--- src/rtl/pipe_fifo_stage_pkg.sv ---
// Shared definitions for pipe_fifo_stage: LSU->WBU payload layout and statistics width.
// Producers/consumers pack fields with these offsets; the stage itself treats the payload as opaque.
package pipe_fifo_stage_pkg;

    localparam int LSWB_INST_LSB      = 0;
    localparam int LSWB_PC_LSB        = 32;
    localparam int LSWB_REG_WE_BIT    = 64;
    localparam int LSWB_WADDR_LSB     = 65;
    localparam int LSWB_WDATA_LSB     = 70;
    localparam int LSWB_CSR_WE_BIT    = 102;
    localparam int LSWB_CSR_WADDR_LSB = 103;
    localparam int LSWB_CSR_WDATA_LSB = 135;
    // Bits above the CSR write data are spare room for future fields.
    localparam int LSWB_DATA_W        = 198;

    localparam int STAT_W = 32;

endpackage

--- src/rtl/pipe_fifo_stage_sat_cnt.sv ---
// pipe_sat_cnt: saturating event counter used for the optional stage statistics.
// Cleared only by rst_n; holds at all-ones once reached.
module pipe_sat_cnt
    import pipe_fifo_stage_pkg::*;
(
    input  logic              clk,
    input  logic              rst_n,
    input  logic              en,
    output logic [STAT_W-1:0] cnt
);

    always_ff @(posedge clk or negedge rst_n) begin
        if (!rst_n) begin
            cnt <= '0;
        end else if (en && (cnt != '1)) begin
            cnt <= cnt + STAT_W'(1);
        end
    end

endmodule

--- src/rtl/pipe_fifo_stage.sv ---
// pipe_fifo_stage: elastic DEPTH-entry valid/ready pipeline stage with an opaque payload.
// Optional statistics (stall and full cycle counters) are built when PIPE_FIFO_STAT_EN is defined.
module pipe_fifo_stage
    import pipe_fifo_stage_pkg::*;
#(
    parameter int DATA_W = LSWB_DATA_W,
    parameter int DEPTH  = 2
) (
    input  logic              clk,
    input  logic              rst_n,
    input  logic              flush_i,
    input  logic              in_valid_i,
    output logic              in_ready_o,
    input  logic [DATA_W-1:0] in_data_i,
    output logic              out_valid_o,
    input  logic              out_ready_i,
    output logic [DATA_W-1:0] out_data_o
`ifdef PIPE_FIFO_STAT_EN
    ,
    output logic [STAT_W-1:0] stat_stall_cnt_o,
    output logic [STAT_W-1:0] stat_full_cnt_o
`endif
);

    localparam int PTR_W = $clog2(DEPTH);
    localparam int CNT_W = PTR_W + 1;
    localparam logic [CNT_W-1:0] FULL_CNT = CNT_W'(DEPTH);

    if (DEPTH < 2 || (DEPTH & (DEPTH - 1)) != 0) begin : g_depth_check
        $error("pipe_fifo_stage: DEPTH must be a power of two and at least 2");
    end

    logic [DATA_W-1:0] mem [DEPTH];
    logic [PTR_W-1:0]  wr_ptr;
    logic [PTR_W-1:0]  rd_ptr;
    logic [CNT_W-1:0]  cnt;
    logic              push;
    logic              pop;

    // Handshake: a transfer happens on a rising edge where valid & ready are both high and
    // flush_i is low. Both ready and valid come from cnt alone, so nothing combinational
    // crosses the stage and out_data_o stays put while the consumer backpressures.
    assign in_ready_o  = (cnt != FULL_CNT);
    assign out_valid_o = (cnt != '0);
    assign out_data_o  = out_valid_o ? mem[rd_ptr] : '0;
    assign push        = in_valid_i & in_ready_o & ~flush_i;
    assign pop         = out_valid_o & out_ready_i & ~flush_i;

    always_ff @(posedge clk or negedge rst_n) begin
        if (!rst_n) begin
            wr_ptr <= '0;
            rd_ptr <= '0;
            cnt    <= '0;
            for (int i = 0; i < DEPTH; i++) begin
                mem[i] <= '0;
            end
        end else if (flush_i) begin
            // Stale mem contents are harmless: the output is masked while cnt==0.
            wr_ptr <= '0;
            rd_ptr <= '0;
            cnt    <= '0;
        end else begin
            if (push) begin
                mem[wr_ptr] <= in_data_i;
                wr_ptr      <= wr_ptr + PTR_W'(1);
            end
            if (pop) begin
                rd_ptr <= rd_ptr + PTR_W'(1);
            end
            case ({push, pop})
                2'b10:   cnt <= cnt + CNT_W'(1);
                2'b01:   cnt <= cnt - CNT_W'(1);
                default: cnt <= cnt;
            endcase
        end
    end

`ifdef PIPE_FIFO_STAT_EN
    pipe_sat_cnt u_stall_cnt (
        .clk   (clk),
        .rst_n (rst_n),
        .en    (out_valid_o & ~out_ready_i),
        .cnt   (stat_stall_cnt_o)
    );

    pipe_sat_cnt u_full_cnt (
        .clk   (clk),
        .rst_n (rst_n),
        .en    (cnt == FULL_CNT),
        .cnt   (stat_full_cnt_o)
    );
`endif

endmodule
--- config.mk ---
export PLATFORM = sky130hd
export DESIGN_NAME = pipe_fifo_stage
export DESIGN_NICKNAME = d
export VERILOG_FILES = /design/src/rtl/pipe_fifo_stage_pkg.sv /design/src/rtl/pipe_fifo_stage_sat_cnt.sv /design/src/rtl/pipe_fifo_stage.sv
export SDC_FILE = /design/constraint.sdc
export NUM_CORES = 1
export LEC_CHECK = 0
export BUFFER_PORTS_ARGS = -buffer_cell sky130_fd_sc_hd__buf_4
export CAP_MARGIN = 20
export CORE_MARGIN = 2
export CORE_UTILIZATION = 52
export DETAILED_ROUTE_END_ITERATION = 7
export GPL_ROUTABILITY_DRIVEN = 1
export GPL_TIMING_DRIVEN = 0
export PLACE_DENSITY = 0.86
export SYNTH_ARGS = -nofsm -noshare
export SYNTH_HDL_FRONTEND = slang
export SYNTH_HIERARCHICAL = 1
export SYNTH_SLANG_ARGS = --single-unit
export TNS_END_PERCENT = 20
--- constraint.sdc ---
create_clock -name clk -period 3.68 [get_ports clk]
set_input_delay 0.736 -clock clk [delete_from_list [all_inputs] [get_ports clk]]
set_output_delay 0.736 -clock clk [all_outputs]
set_load 0.02 [all_outputs]
==> results.md <==
- Layout Nets: 1,954
- Crit Path Max Fanout: 10
- Nature of the critical path startpoint: register
- Max Buffers Root-to-Sink: 3
- I/O Buffers: 402
- Initial DRC Count: 427
- Post-route antenna net violation count: 0
- Ranking of synthesized cells by area: dfrtp_1 56%, mux2_2 25%, mux2i_1 11%, nor2_1 4.2%, buf_2 0.99%
- CTS Hold Bufs: 0
- Worst path slowest cell: clkbuf_2
- Worst R2R End: mem[289]$_DFFE_PN0P_
- Cts bufs inserted: 43
- CTS clk-pin slew, worst paths: 0.06 ns
- Wire length on met3: 2930 um
- DR top layer: met4
- Vias in the first global route: 12.7k
- RSZ-0062 raised after global routing: yes
- Max Slew Vio Count: 0
- FMAX: 0.282 GHz
- Post-CTS Setup Bufs: 0
- Chip width: 189 um
- Critical Path AT: 2.81 ns
- RR Startpoint: cnt[1]$_DFFE_PN0P_
- Seq cells post-synth: 400
- Hold Fails Final Rpt: 0
- Placer Congestion: 0.802
- Worst reg2reg setup slack: 1.03 ns
- Largest net degree at the start of global routing: 118
- Final min period: 3.55 ns
- Area leader, netlist: dfrtp_1
- Via-to-Cell Ratio: 5.35
- Most Frequent Cell on Critical Path: clkbuf_1
- Initial Util: 0.528
- WL/cell: 19.7 um
- Global Route Usage Sum: 0.244
- Synth top area share: 0.563
- Clock Latency Late Sink: 0.52 ns
- Clk pwr share: 0.326
- Synthesized area: 0.0178 mm^2
- Worst VDD drop: 0.622 mV
- Required time worst endpoint: 2.94 ns
- Switching Fraction: 0.277
- Met2 wire length: 22,100 um
- First-pass GRT wire length: 68,900 um
- Worst-margin pin slew: 0.923 ns
- HP Class: input pin to asynchronous set/reset pin
- CP endpoint kind: output pin
- Worst Reg2Reg Path Length in Cells: 6
- Area grow syn2layout: 29.2%
- P_int: 9930 uW
- H-tree depth: 2
- Post-Route M1 WL: 17,700 um
- Antenna violations before repair: 2
- Comb pwr share: 0.233
- Post_cts resized: 9
- PwrDens: 598 mW/mm^2
- Slew HR: 0.384
- Clk root buf: clkbuf_16
- DRC errors left: 0
- Finish-stage setup viols: 0
- Post-Route WL: 43,900 um
- Sequential share of the synthesized area: 0.563
- Register Area: 0.0100 mm^2
- Slowest stage delay, CP: 0.48 ns
- Critical path class: register to output pin
- Die ar.: 0.0357 mm^2
- Syn Area/Cell: 13.6 um^2
- Post-route cell area: 0.0229 mm^2
- P_sw: 3800 uW
- Site Rows: 67
- DP HPWL: 31,200 um
- Multi-input logic area: 0.00733 mm^2
- Total iterations of the first detailed-routing run: 4
- Die H: 189 um
- Core ar.: 0.0336 mm^2
- Yosys cell types: 21
- I/O pins: 403
- Fraction of layout cells with a size suffix above 1: 0.526
- Synth Warn #: 6
- Dpl cell area: 0.0214 mm^2
- CTS tree: yes
- Status: completed
- Sequential fraction of design power: 0.441
- Filler instances: 2,321
- # clock sinks: 400
- Syn nets: 1,505
- Worst path cell trace: clkbuf_1 > nor2_4 > clkbuf_2 > clkbuf_1 > nor2_1 > buf_4
- Max-Cap Viols: 0
- Worst Skew: 0.00754 ns
- GRT overflow: 0
- Static leakage: 0.0104 uW
- Final Core Density: 0.683
- Synthesized instance count: 1,302
- Final period util: 0.963
- Via count: 11.9k
==> cells in the mapped netlist <==
master / number
a21oi_1: 4
mux2_2: 396
o211ai_1: 1
nand4b_1: 1
or2_2: 1
o21ai_0: 2
nor3b_1: 1
nand3b_1: 1
nor2_1: 200
buf_2: 35
and2b_1: 1
xor2_1: 1
buf_4: 13
inv_1: 3
nor4_4: 1
mux2i_1: 199
a21o_1: 1
or3_1: 1
dfrtp_1: 400
clkbuf_1: 24
buf_1: 16
==> power groups by stage <==
stage               Clock [uW]  Combinational (uW)  Sequential (uW)
finish                    4480                3200             6050
global route              4730                3450             6180
CTS                       4560                3230             6050
detailed placement           0                3210             6110
global placement             0                3100             6010
floorplan                    0                2120             5930
==> kinds of logic after synthesis <==
kind of cell           count (synthesis)  share of synthesized area
multiplexers                         595                      0.363
buffers and inverters                 91                     0.0244
flip-flops                           400                      0.563
AND/OR/NAND/NOR                      207                     0.0459
AO/OA/AOI/OAI                          8                    0.00254
XOR/XNOR                               1                   0.000493
==> flip-flops by register name (all words and copies together) (netlist names) <==
signal,count
cnt,2
mem,396
rd_ptr,1
wr_ptr,1
==> placed cells by master, fill, tap and decap left out, types with 2 or more instances in the layout <==
cell type     n
bufinv_16     5
dfrtp_1     400
clkbuf_8      8
clkinvlp_4    2
clkbuf_2      8
nor2_1      199
diode_2       2
clkinv_2     10
mux2_2      396
clkbuf_16    45
a21oi_1       4
buf_16        3
buf_4       414
clkbuf_1     22
mux2i_1     199
inv_1         3
buf_1         8
buf_2        38
o21ai_0       2
==> worst max-delay path by stage <==
stage / from / endpoint / slack (ns)
after floorplan: rd_ptr$_DFFE_PN0P_ / out_data_o[100] / 1.22
after global placement: rst_n / mem[120]$_DFFE_PN0P_ / -1.82
after detailed placement: rd_ptr$_DFFE_PN0P_ / out_data_o[86] / -0.04
after CTS: rd_ptr$_DFFE_PN0P_ / out_data_o[143] / 0.01
after global routing: cnt[1]$_DFFE_PN0P_ / out_data_o[80] / -0.005
final: cnt[1]$_DFFE_PN0P_ / out_data_o[78] / 0.13
==> area by class of cell <==
cell class                      count  area share
Sequential cell                   400       0.436
Inverter                            3    0.000491
Antenna cell                        2    0.000218
Clock buffer                       56      0.0544
Buffer                             87      0.0192
Multi-Input combinational cell    811       0.319
Clock inverter                     19      0.0101
Timing Repair Buffer              405       0.135
Tap cell                          448      0.0244
==> routing by layer <==
layer	vias up	global-route usage
met5	-	0
met4	0	0.0742
met3	78	0.0635
met2	353	0.425
met1	6068	0.298
li1	5442	-
==> worst max-delay path: cells and delay by family (launching register included) <==
| kind | cells | cell delay (ns) |
|---|---|---|
| AND/OR/NAND/NOR | 2 | 0.62 |
| buffers and inverters | 4 | 1.31 |
| flip-flops | 1 | 0.35 |
==> through the flow <==
stage,setup WS (ns),power [uW],hold WS [ns],instances,TNS [ns]
floorplan,1.22,8050,0.440,1302,0
global route,-0.00477,14400,0.343,2230,-0.00477
CTS,0.0135,13800,0.295,2229,0
detailed placement,-0.0390,9320,0.494,2155,-0.188
global placement,-1.82,9100,0.486,2152,-733.49
finish,0.135,13700,0.238,2231,0
(Power assumes the default switching activity.)
